**src/rtl/pb_debounce.sv**
```systemverilog
// ---------------------------------------------------------------------------
// pb_debounce
//   Debounces one active-low board pushbutton and turns accepted level changes
//   into clean single-cycle events for the LED blink stage in the same clock
//   domain. The raw button is brought in through a two-flop synchronizer. A
//   four-state FSM and a stability counter then qualify it. A toggle flag flips
//   on every accepted press.
//
//   Optional feature: define LONG_PRESS_EN to build the long-hold detector.
//   Without it, long_pulse is tied low and no long-hold logic exists.
//
// Parameters
//   DEBOUNCE_CYCLES  stable cycles needed to accept a level change (>= 2)
//   LONG_CYCLES      cycles held in PRESSED before long_pulse (LONG_PRESS_EN)
//
// Ports
//   clk            system clock
//   reset_n        synchronous, active-low reset
//   btn_n          raw asynchronous pushbutton, 0 = pressed
//   btn_level      debounced level, 1 = pressed
//   press_pulse    one-cycle strobe on an accepted press
//   release_pulse  one-cycle strobe on an accepted release
//   toggle_q       flips on every accepted press
//   long_pulse     one-cycle strobe on a long hold (0 when compiled out)
// ---------------------------------------------------------------------------
module pb_debounce #(
  parameter int DEBOUNCE_CYCLES = 240_000,
  parameter int LONG_CYCLES     = 48_000_000
) (
  input  logic clk,
  input  logic reset_n,
  input  logic btn_n,
  output logic btn_level,
  output logic press_pulse,
  output logic release_pulse,
  output logic toggle_q,
  output logic long_pulse
);

  // The counter serves both the debounce window and the long-hold timer, so
  // it is sized for whichever of the two is larger.
  localparam int CNT_MAX = (DEBOUNCE_CYCLES > LONG_CYCLES) ? DEBOUNCE_CYCLES : LONG_CYCLES;
  localparam int CNT_W   = $clog2(CNT_MAX + 1);

  localparam logic [CNT_W-1:0] CNT_ZERO = {CNT_W{1'b0}};
  localparam logic [CNT_W-1:0] CNT_ONE  = {{(CNT_W-1){1'b0}}, 1'b1};
  localparam logic [CNT_W-1:0] DB_LAST  = CNT_W'(DEBOUNCE_CYCLES - 1);
`ifdef LONG_PRESS_EN
  localparam logic [CNT_W-1:0] LONG_LAST = CNT_W'(LONG_CYCLES - 1);
  // The counter parks one past LONG_LAST after firing, so a press fires at most once.
  localparam logic [CNT_W-1:0] LONG_DONE = CNT_W'(LONG_CYCLES);
`endif

  localparam logic [1:0] IDLE         = 2'd0;
  localparam logic [1:0] PRESS_WAIT   = 2'd1;
  localparam logic [1:0] PRESSED      = 2'd2;
  localparam logic [1:0] RELEASE_WAIT = 2'd3;

  logic             sync1_r;
  logic             btn_sync_r;
  logic [1:0]       state_r;
  logic [CNT_W-1:0] cnt_r;
  logic             btn_level_r;
  logic             press_pulse_r;
  logic             release_pulse_r;
  logic             toggle_r;
`ifdef LONG_PRESS_EN
  logic             long_pulse_r;
`endif

  // Two-flop synchronizer; resets to the released (high) level.
  always_ff @(posedge clk) begin
    if (!reset_n) begin
      sync1_r    <= 1'b1;
      btn_sync_r <= 1'b1;
    end else begin
      sync1_r    <= btn_n;
      btn_sync_r <= sync1_r;
    end
  end

  // Debounce FSM, stability counter, event strobes and toggle flag.
  always_ff @(posedge clk) begin
    if (!reset_n) begin
      state_r         <= IDLE;
      cnt_r           <= CNT_ZERO;
      btn_level_r     <= 1'b0;
      press_pulse_r   <= 1'b0;
      release_pulse_r <= 1'b0;
      toggle_r        <= 1'b0;
`ifdef LONG_PRESS_EN
      long_pulse_r    <= 1'b0;
`endif
    end else begin
      // Strobes are high for one cycle only; later assignments override.
      press_pulse_r   <= 1'b0;
      release_pulse_r <= 1'b0;
`ifdef LONG_PRESS_EN
      long_pulse_r    <= 1'b0;
`endif
      case (state_r)
        IDLE: begin
          if (!btn_sync_r) begin
            state_r <= PRESS_WAIT;
            cnt_r   <= CNT_ZERO;
          end else begin
            state_r <= IDLE;
          end
        end
        PRESS_WAIT: begin
          if (btn_sync_r) begin
            state_r <= IDLE;
          end else if (cnt_r == DB_LAST) begin
            state_r       <= PRESSED;
            btn_level_r   <= 1'b1;
            press_pulse_r <= 1'b1;
            toggle_r      <= ~toggle_r;
            cnt_r         <= CNT_ZERO;
          end else begin
            cnt_r <= cnt_r + CNT_ONE;
          end
        end
        PRESSED: begin
          if (btn_sync_r) begin
            state_r <= RELEASE_WAIT;
            cnt_r   <= CNT_ZERO;
          end else begin
`ifdef LONG_PRESS_EN
            if (cnt_r < LONG_LAST) begin
              cnt_r <= cnt_r + CNT_ONE;
            end else if (cnt_r == LONG_LAST) begin
              long_pulse_r <= 1'b1;
              cnt_r        <= LONG_DONE;
            end else begin
              cnt_r <= cnt_r;
            end
`else
            cnt_r <= cnt_r;
`endif
          end
        end
        RELEASE_WAIT: begin
          if (!btn_sync_r) begin
            // Bounce back to pressed; any long-hold timing starts over.
            state_r <= PRESSED;
            cnt_r   <= CNT_ZERO;
          end else if (cnt_r == DB_LAST) begin
            state_r         <= IDLE;
            btn_level_r     <= 1'b0;
            release_pulse_r <= 1'b1;
          end else begin
            cnt_r <= cnt_r + CNT_ONE;
          end
        end
        default: begin
          state_r <= IDLE;
          cnt_r   <= CNT_ZERO;
        end
      endcase
    end
  end

  assign btn_level     = btn_level_r;
  assign press_pulse   = press_pulse_r;
  assign release_pulse = release_pulse_r;
  assign toggle_q      = toggle_r;
`ifdef LONG_PRESS_EN
  assign long_pulse    = long_pulse_r;
`else
  assign long_pulse    = 1'b0;
`endif

endmodule
```
**config.mk**
```make
export PLATFORM = sky130hd
export DESIGN_NAME = pb_debounce
export DESIGN_NICKNAME = d
export VERILOG_FILES = /design/src/rtl/pb_debounce.sv
export SDC_FILE = /design/constraint.sdc
export NUM_CORES = 1
export LEC_CHECK = 0
export BUFFER_PORTS_ARGS = -buffer_cell sky130_fd_sc_hd__buf_4
export CORE_MARGIN = 1.5
export CORE_UTILIZATION = 45
export DETAILED_ROUTE_END_ITERATION = 8
export MAX_ROUTING_LAYER = met4
export PLACE_DENSITY = 0.67
export SLEW_MARGIN = 20
export SYNTH_ARGS = -nofsm -noshare
export SYNTH_HDL_FRONTEND = slang
export SYNTH_SLANG_ARGS = --single-unit
```
**constraint.sdc**
```tcl
create_clock -name clk -period 2.9 [get_ports clk]
set_input_delay 0.145 -clock clk [delete_from_list [all_inputs] [get_ports clk]]
set_output_delay 0.145 -clock clk [all_outputs]
set_load 0.05 [all_outputs]
```
# == After elaboration in Yosys (flattened, before gate mapping) ==
# Index checks and enable logic that the tools add are counted.
# Widths: inputs -> output; s select.
# word_totals
ram_bits,0
rom_bits,0
n_memories,0
regBits,34
elab_cells,54
out_inout_bits,5
latchBits,0
# classes
n_mux,20
n_shift,0
eq_ne,13
mul,0
n_bitwise,4
n_reduce_logical,8
magnitude_cmp,0
n_div,0
addsub,1
# op_table
operator,count
$mux 26,6
$pmux 26 s4,1
$add 26x1->26 const B,1
$eq 26x18->1 const B,1
$ne 2x2->1 const B,6
$mux 2,5
$ne 3x3->1 const B,3
$reduce_and 3->1,3
$pmux 2 s4,1
$mux 1,6
$reduce_and 5->1,1
$eq 2x2->1 const B,2
$not 1->1,4
$reduce_and 4->1,1
$reduce_or 3->1,1
$eq 2x1->1 const B,1
$logic_not 2->1,1
$pmux 1 s2,1
$reduce_bool 2->1,1

# == Depth between registers and ports, before layout ==
# Gate-level depths: netlist (run 1).
# logic_depth
ltp_word,4
ltp_mapped,8
mapped_depth_nobuf,6

# == Worst setup path before layout (run 1) ==
# No wires, ideal clock.
# synth_timing
path_kind,register to register
start,reg cnt_r[0]
end,reg cnt_r[5]
path_stages_with_launch,8
n_path_buf,1
t_required_ns,2.826
path_slack_ns,0.870
arrival_ns,1.955
period_less_slack_ns,2.030
setup_time_ns,0.074
cell_sequence,dfxtp_1 > ha_1 > and3_1 > clkbuf_8 > nand4_2 > or4_4 > or2_0 > a31oi_1
# synth_via
elab_chain_cells,4
elab_cells_between_ends,9
classes_between,add/sub: 1; eq/ne: 2; mux: 5; reduce/logical: 1
# synth_lines
element,line,text
start: declaration,62,logic [CNT_W-1:0] cnt_r;
start signal: assignment,120,cnt_r <= cnt_r + CNT_ONE;
start signal: assignment,138,cnt_r <= cnt_r;
start signal: assignment,152,cnt_r <= cnt_r + CNT_ONE;
$add 26x1->26 or $eq 26x18->1 (tied branches),-,
"$mux 26, on equally long branches","147, 113",
"$mux 26, on equally long branches","143, 111",
$pmux 26 s4,101,case (state_r)
# Several ways; a longest one is shown, not always the timed one. The select of a mux whose other input is x is not followed.
# A chain may end at the register's enable or synchronous reset.

# == Worst setup path after layout (run 1) ==
# layout_timing
start,reg cnt_r[0]
end,reg btn_level_r (netlist: btn_level)
# layout_via
elab_chain_cells,3
elab_cells_between_ends,4
classes_between,eq/ne: 3; reduce/logical: 1
# layout_lines
element,line,text
$eq 26x18->1 *,"113, 147",
$ne 2x2->1 (no source line),-,
$reduce_and 5->1 (no source line) *,-,
end signal: assignment,87,btn_level_r <= 1'b0;
end signal: assignment,115,btn_level_r <= 1'b1;
end signal: assignment,149,btn_level_r <= 1'b0;
end: declaration,63,logic btn_level_r;
# Every way passes the cells marked *; elsewhere a longest branch is shown, timed or not.

==> results of run 1 <==
## flip-flops by register name (all words and copies together), names as in the netlist, named ones only
signal / count
release_pulse: 1
btn_sync_r: 1
sync1_r: 1
state_r: 1
cnt_r: 26
press_pulse: 1
toggle_q: 1
btn_level: 1
## metrics by stage
step	util [%]	instances	setup WS, ps
floorplan	-	289	870.4
global placement	47.82	341	473.6
detailed placement	47.82	341	475.0
CTS	49.73	349	447.2
global route	49.73	349	267.7
finish	49.73	349	411.5
## cell usage in the layout (no fill, tap or decap), types with 3 or more instances in the layout
cell / count
a211oi_1: 3
a21oi_1: 10
a31oi_1: 5
and2_1: 4
and3_1: 7
buf_4: 11
clkbuf_8: 6
dfxtp_1: 34
inv_1: 4
mux2i_1: 3
nand2_1: 26
nand2b_1: 3
nand3_1: 16
nand4_1: 11
nor2_1: 22
nor3_1: 21
nor4_1: 16
o211ai_1: 3
o21a_1: 3
o21ai_0: 6
o31ai_1: 4
or3_1: 4
xnor2_1: 13
## area by class of cell
class	instances	area share, %
Clock inverter	1	0.2103
Tap cell	67	3.523
Timing Repair Buffer	11	3.470
Clock buffer	7	3.628
Sequential cell	34	28.60
Multi-Input combinational cell	225	59.94
Inverter	4	0.6309
## power by group through the flow
stage,combinational (W),sequential (W),clock (W)
floorplan,0.0000279,0.000480,0
global placement,0.0000357,0.000480,0
detailed placement,0.0000359,0.000480,0
CTS,0.0000359,0.000469,0.000378
global route,0.0000394,0.000469,0.000396
finish,0.0000360,0.000469,0.000368
## worst max-delay path by stage
stage,to,slack (ps)
6_report,btn_level$_SDFFE_PN0P_,410
5_1_grt,btn_level$_SDFFE_PN0P_,270
4_1_cts,btn_level$_SDFFE_PN0P_,450
3_5_place_dp,btn_level$_SDFFE_PN0P_,480
3_3_place_gp,btn_level$_SDFFE_PN0P_,470
2_1_floorplan,cnt_r[5]$_SDFFE_PN0P_,870
## layer usage
metal  up-vias  part of all wire (%)  global-route usage [%]
met5         -                     0                       -
met4         0                   1.8                   8.025
met3        10                   6.0                   4.743
met2        70                    43                   32.34
met1       991                    49                   33.11
li1       1056                     -                       -
## logic make-up after synthesis
logic type	count (synthesis)	synth area share, %
simple gates	156	39.34
compound gates	47	14.23
flops	34	29.89
buf+inv	30	7.747
xor+xnor	15	5.769
mux	5	2.308
fa+ha+maj	1	0.5494
other cells	1	0.1647
==> summary.md, run 1 <==
| Metric | Value |
|---|---|
| Flop pwr share | 53.7% |
| WHS | 41.81 ps |
| Top cells by count, synth | dfxtp_1, nand2_1, nor2_1 |
| RSZ-0062 raised after global routing | no |
| # IOs | 8 |
| Number of flops mapped to enable cells by yosys | 0 |
| Worst reg2reg path depth | 6 |
| Crit path time final | 2489 ps |
| Post-route cell area | 2380 sq um |
| Setup Buffers After CTS | 0 |
| Leading area contributor after synthesis | dfxtp_1 |
| Initial antenna violation count | 0 |
| Placed Area | 2288 sq um |
| CP Max Fanout | 9 |
| Sw Pwr | 0.0002029 W |
| Total power | 0.0008727 W |
| Drt drc | 0 |
| Antenna-violating nets left | 0 |
| Synthesized area | 2277 sq um |
| CTS resizes | 0 |
| Clock power frac | 42.1% |
| WP depth | 6 |
| I/O Buffers | 6 |
| Synth area leaders | dfxtp_1, xnor2_1, nor3_1 |
| Worst reg2reg path endpoint | btn_level$_SDFFE_PN0P_ |
| Max Fclk | 401.8 MHz |
| Hold path cells | 2 |
| Critical Path RT | 3140 ps |
| FF+latch area | 680.7 sq um |
| Area Overhead vs Synth | 4.505% |
| Final Skew | 8.690 ps |
| Router iterations before antenna repair | 7 |
| Top cell type's share of synthesized area | 29.89% |
| Critical path class | reg2reg |
| Die height | 74.14 microns |
| Hold Crit Class | in2reg |
| Die W | 74.14 microns |
| Outcome | finished clean |
| Share of synthesized registers carrying an async set or reset | 0% |
| Synth Instances | 289 |
| Clk root buf | clkbuf_8 |
| Setup-failing EPs final | 0 |
| Num CTS Buffers | 5 |
| Syn Nets | 293 |
| Pin count of the biggest net entering global routing | 36 |
| Worst r2r src | cnt_r[0]$_SDFFE_PN0P_ |
| Distinct cells, synth | 60 |
| Hold Startpoint | btn_n |
| Nets | 285 |
| Critical Path Slowest Stage Cell | or4_4 |
| Sequential share of the synthesized area | 29.89% |
| Internal Power | 0.0006699 W |
| Htree depth | 2 |
| Clock transition at path regs | 70 ps |
| Die ar. | 5496 sq um |
| P_leak | 0.7504 nW |
| Cell with the most instances after synthesis | dfxtp_1 |
| Syn_area_per_cell | 7.880 sq um |
| Rows | 25 |
| Antenna Cells | 0 |
| Max-slew violations | 0 |
| Placed wire-length estimate | 4035 microns |
| Routed WL | 5763 microns |
| Synth Register Bits | 34 |
| GRT overflow | 0 |
| Highest ir drop seen on vdd | 0.1727 mV |
| Sink Count | 34 |
| First-pass GRT wire length | 9439 microns |
| Clock buffer depth | 2 |
| GPL Wtd Cong | 0.9727 |
| Yosys warns | 0 |
| Delay-heaviest family, CP | simple AND/OR/NAND/NOR gates |
| CP Buf/Inv Count | 0 |
| Ys flop type | dfxtp_1 |
| CP Cell Sequence | ha_1 > and3_1 > nand4_2 > or4_4 > nor2_1 > o221a_2 |
| Final hold viol count | 0 |
| Combinational power share | 4.1% |
| Wire per inst | 16.51 microns |
| TNS Setup | 0 ps |
| TritonCTS clock tree | done |
| Clk_lat worst skew | 290 ps |
| Arr. time, crit path | 2720 ps |
| Starting Density | 47.58% |
| Register-to-register setup slack | 410 ps |
| Number of max-cap violations | 0 |
| Crit-path max cell delay | 610 ps |
| Drt via density | 6.095 |
| Area of the multi-input gates | 1426 sq um |
| Slew HR | 65.60% |
| Iteration-0 DRC Markers | 160 |
| Switching share of power | 23.25% |
| Critical Path End Type | flop |
| Sink of the worst hold path | sync1_r$_SDFF_PN1_ |
| Placeable Area | 4786 sq um |
| CP Launch Point | cnt_r[0]$_SDFFE_PN0P_ |
| Actual slew at the worst max-slew pin | 511.2 ps |
| Total of fill cells in the finished design | 470 |
| Power density cells | 366.7 nW/um^2 |
| Layout cells sized above 1 | 12.06% |
| Period utilization | 85.81% |
| Vias in the first global route | 1818 |
| Startpoint Class | flop |
| Hold Buf Count CTS | 0 |
| Vias | 2127 |
| GRT Util Overall | 23.25% |
Power figures use the tool's default switching activity.
==> run 2, diff against run 1 <==
--- a/config.mk
+++ b/config.mk
@@ -9,7 +9,6 @@
 export CORE_MARGIN = 1.5
 export CORE_UTILIZATION = 45
 export DETAILED_ROUTE_END_ITERATION = 8
-export MAX_ROUTING_LAYER = met4
 export PLACE_DENSITY = 0.67
 export SLEW_MARGIN = 20
 export SYNTH_ARGS = -nofsm -noshare
==> run 2 against run 1 <==
Effect of this change:
- sequential cell count did not move
- sequential power is essentially flat
- wire length fell by 0.21%
- largest cell class unchanged
- sequential share of layout area barely moved
- largest power group unchanged
==> summary.md, run 2 (synthesis results as in run 1) <==
| Metric | Value |
|---|---|
| Worst r2r src | cnt_r[0]$_SDFFE_PN0P_ (unchanged) |
| Critical path class | reg2reg (unchanged) |
| Post-route cell area | 2379 sq um (was 2380 sq um) |
| CTS resizes | 0 (unchanged) |
| Clock buffer depth | 2 (unchanged) |
| Worst reg2reg path depth | 7 (was 6) |
| Clk root buf | clkbuf_8 (unchanged) |
| Drt drc | 0 (unchanged) |
| First-pass GRT wire length | 9701 microns (was 9439 microns) |
| Routed WL | 5751 microns (was 5763 microns) |
| Critical Path RT | 3070 ps (was 3140 ps) |
| Critical Path Slowest Stage Cell | o221ai_2 (was or4_4) |
| Hold Crit Class | in2reg (unchanged) |
| Outcome | finished clean (unchanged) |
| Setup-failing EPs final | 0 (unchanged) |
| Max-slew violations | 0 (unchanged) |
| Max Fclk | 412.5 MHz (was 401.8 MHz) |
| Layout cells sized above 1 | 12.10% (was 12.06%) |
| Vias | 2178 (was 2127) |
| Antenna-violating nets left | 0 (unchanged) |
| Placeable Area | 4786 sq um (unchanged) |
| Crit-path max cell delay | 450 ps (was 610 ps) |
| WP depth | 7 (was 6) |
| Htree depth | 2 (unchanged) |
| Period utilization | 83.59% (was 85.81%) |
| Final hold viol count | 0 (unchanged) |
| Most frequent cells in the layout | dfxtp_1, nand2_1, nor2_1, nor3_1 (unchanged) |
| CP Cell Sequence | ha_1 > and3_1 > and4_2 > a21oi_1 > o221ai_2 > buf_4 > a211oi_1 (was ha_1 > and3_1 > nand4_2 > or4_4 > nor2_1 > o221a_2) |
| Drt via density | 6.259 (was 6.095) |
| Setup Buffers After CTS | 0 (unchanged) |
| Max FFs per register | 26 (unchanged) |
| Die W | 74.14 microns (unchanged) |
| Starting Density | 47.58% (unchanged) |
| CP Max Fanout | 14 (was 9) |
| GRT Util Overall | 23.00% (was 23.25%) |
| Num CTS Buffers | 5 (unchanged) |
| CP Launch Point | cnt_r[0]$_SDFFE_PN0P_ (unchanged) |
| Slew HR | 65.13% (was 65.60%) |
| Clock transition at path regs | 70 ps (about the same) |
| Rows | 25 (unchanged) |
| Register-to-register setup slack | 480 ps (was 410 ps) |
| Critical Path End | cnt_r[12]$_SDFFE_PN0P_ (was btn_level$_SDFFE_PN0P_) |
| Reg with most FFs | cnt_r (unchanged) |
| Nets | 286 (was 285) |
| Worst reg2reg path endpoint | cnt_r[12]$_SDFFE_PN0P_ (was btn_level$_SDFFE_PN0P_) |
| Vias in the first global route | 1959 (was 1818) |
| Power density cells | 360.0 nW/um^2 (was 366.7 nW/um^2) |
| Arr. time, crit path | 2590 ps (was 2720 ps) |
| Die height | 74.14 microns (unchanged) |
| Startpoint Class | flop (unchanged) |
| Number of max-cap violations | 0 (unchanged) |
| P_leak | 0.7508 nW (was 0.7504 nW) |
| Total of fill cells in the finished design | 474 (was 470) |
| Highest ir drop seen on vdd | 0.1959 mV (was 0.1727 mV) |
| Hold Buf Count CTS | 0 (unchanged) |
| TritonCTS clock tree | done (unchanged) |
| Placed Area | 2296 sq um (was 2288 sq um) |
| Wire per inst | 16.53 microns (was 16.51 microns) |
| Crit path time final | 2424 ps (was 2489 ps) |
| RSZ-0062 raised after global routing | no (unchanged) |
| I/O Buffers | 6 (unchanged) |
| Initial antenna violation count | 0 (unchanged) |
| Critical Path End Type | flop (unchanged) |
| Router iterations before antenna repair | 5 (was 7) |
| Iteration-0 DRC Markers | 146 (was 160) |
| Placed wire-length estimate | 4070 microns (was 4035 microns) |
| Clk_lat worst skew | 290 ps (about the same) |
| TNS Setup | 0 ps (unchanged) |
| Final Skew | 7.621 ps (was 8.690 ps) |
| GRT overflow | 0 (unchanged) |
| Actual slew at the worst max-slew pin | 523.1 ps (was 511.2 ps) |
| Sink Count | 34 (unchanged) |
| # IOs | 8 (unchanged) |
| Antenna Cells | 0 (unchanged) |
| Delay-heaviest family, CP | simple AND/OR/NAND/NOR gates (unchanged) |
| Total power | 0.0008563 W (was 0.0008727 W) |
| Die ar. | 5496 sq um (unchanged) |
| Area Overhead vs Synth | 4.450% (was 4.505%) |
| GPL Wtd Cong | 0.9154 (was 0.9727) |
| CP Buf/Inv Count | 1 (was 0) |
| Pin count of the biggest net entering global routing | 36 (unchanged) |
| Commonest non-fill, non-tap cell in the layout | dfxtp_1 (unchanged) |
[run 2: cell types whose count changed in the layout (fill, tap and decap cells not counted)]
| cell | previous run | this run |
|---|---|---|
| clkinv_2 | 1 | 0 |
| clkbuf_1 | 1 | 0 |
| buf_4 | 11 | 12 |
[run 2: final cells by class]
type	instances	area (sq um)	area share (%)
Multi-Input combinational cell	225	1426	59.97
Clock buffer	6	82.58	3.472
Tap cell	67	83.83	3.524
Timing Repair Buffer	12	90.09	3.787
Sequential cell	34	680.7	28.62
Inverter	4	15.01	0.6312
[run 2: per-layer routing]
layer / routed length (microns) / track usage [%]
met3: 331 / 4.336
met2: 2494 / 33.83
met4: 174 / 10.08
met5: 0 / 0
met1: 2749 / 32.67
[run 2: metrics by stage]
step           utilization, %  std cells  hold slack (ps)  worst slack (ps)
3_3_place_gp            47.97        342            328.6             589.5
2_1_floorplan               -        289            218.0             870.4
3_5_place_dp            47.97        342            332.2             488.8
4_1_cts                 49.70        348            37.47             498.3
5_1_grt                 49.70        348            53.22             310.6
6_report                49.70        348            39.12             475.8
[run 2: how the worst min path moves through the flow]
stage	startpoint	to	slack [ps]	cells after the start
final	btn_n	sync1_r$_SDFF_PN1_	40	2
after global routing	btn_n	sync1_r$_SDFF_PN1_	50	2
after CTS	btn_n	sync1_r$_SDFF_PN1_	40	2
after detailed placement	btn_n	sync1_r$_SDFF_PN1_	330	2
after global placement	btn_n	sync1_r$_SDFF_PN1_	330	2
after floorplan	reset_n	btn_sync_r$_SDFF_PN1_	220	1
[run 2: where the power goes]
part	switching, W	internal (W)	leakage (nW)
Clock	0.000168	0.000183	0.0431
Combinational	0.0000260	0.00000989	0.433
Sequential	0.000000699	0.000469	0.274
Total	0.000195	0.000661	0.751
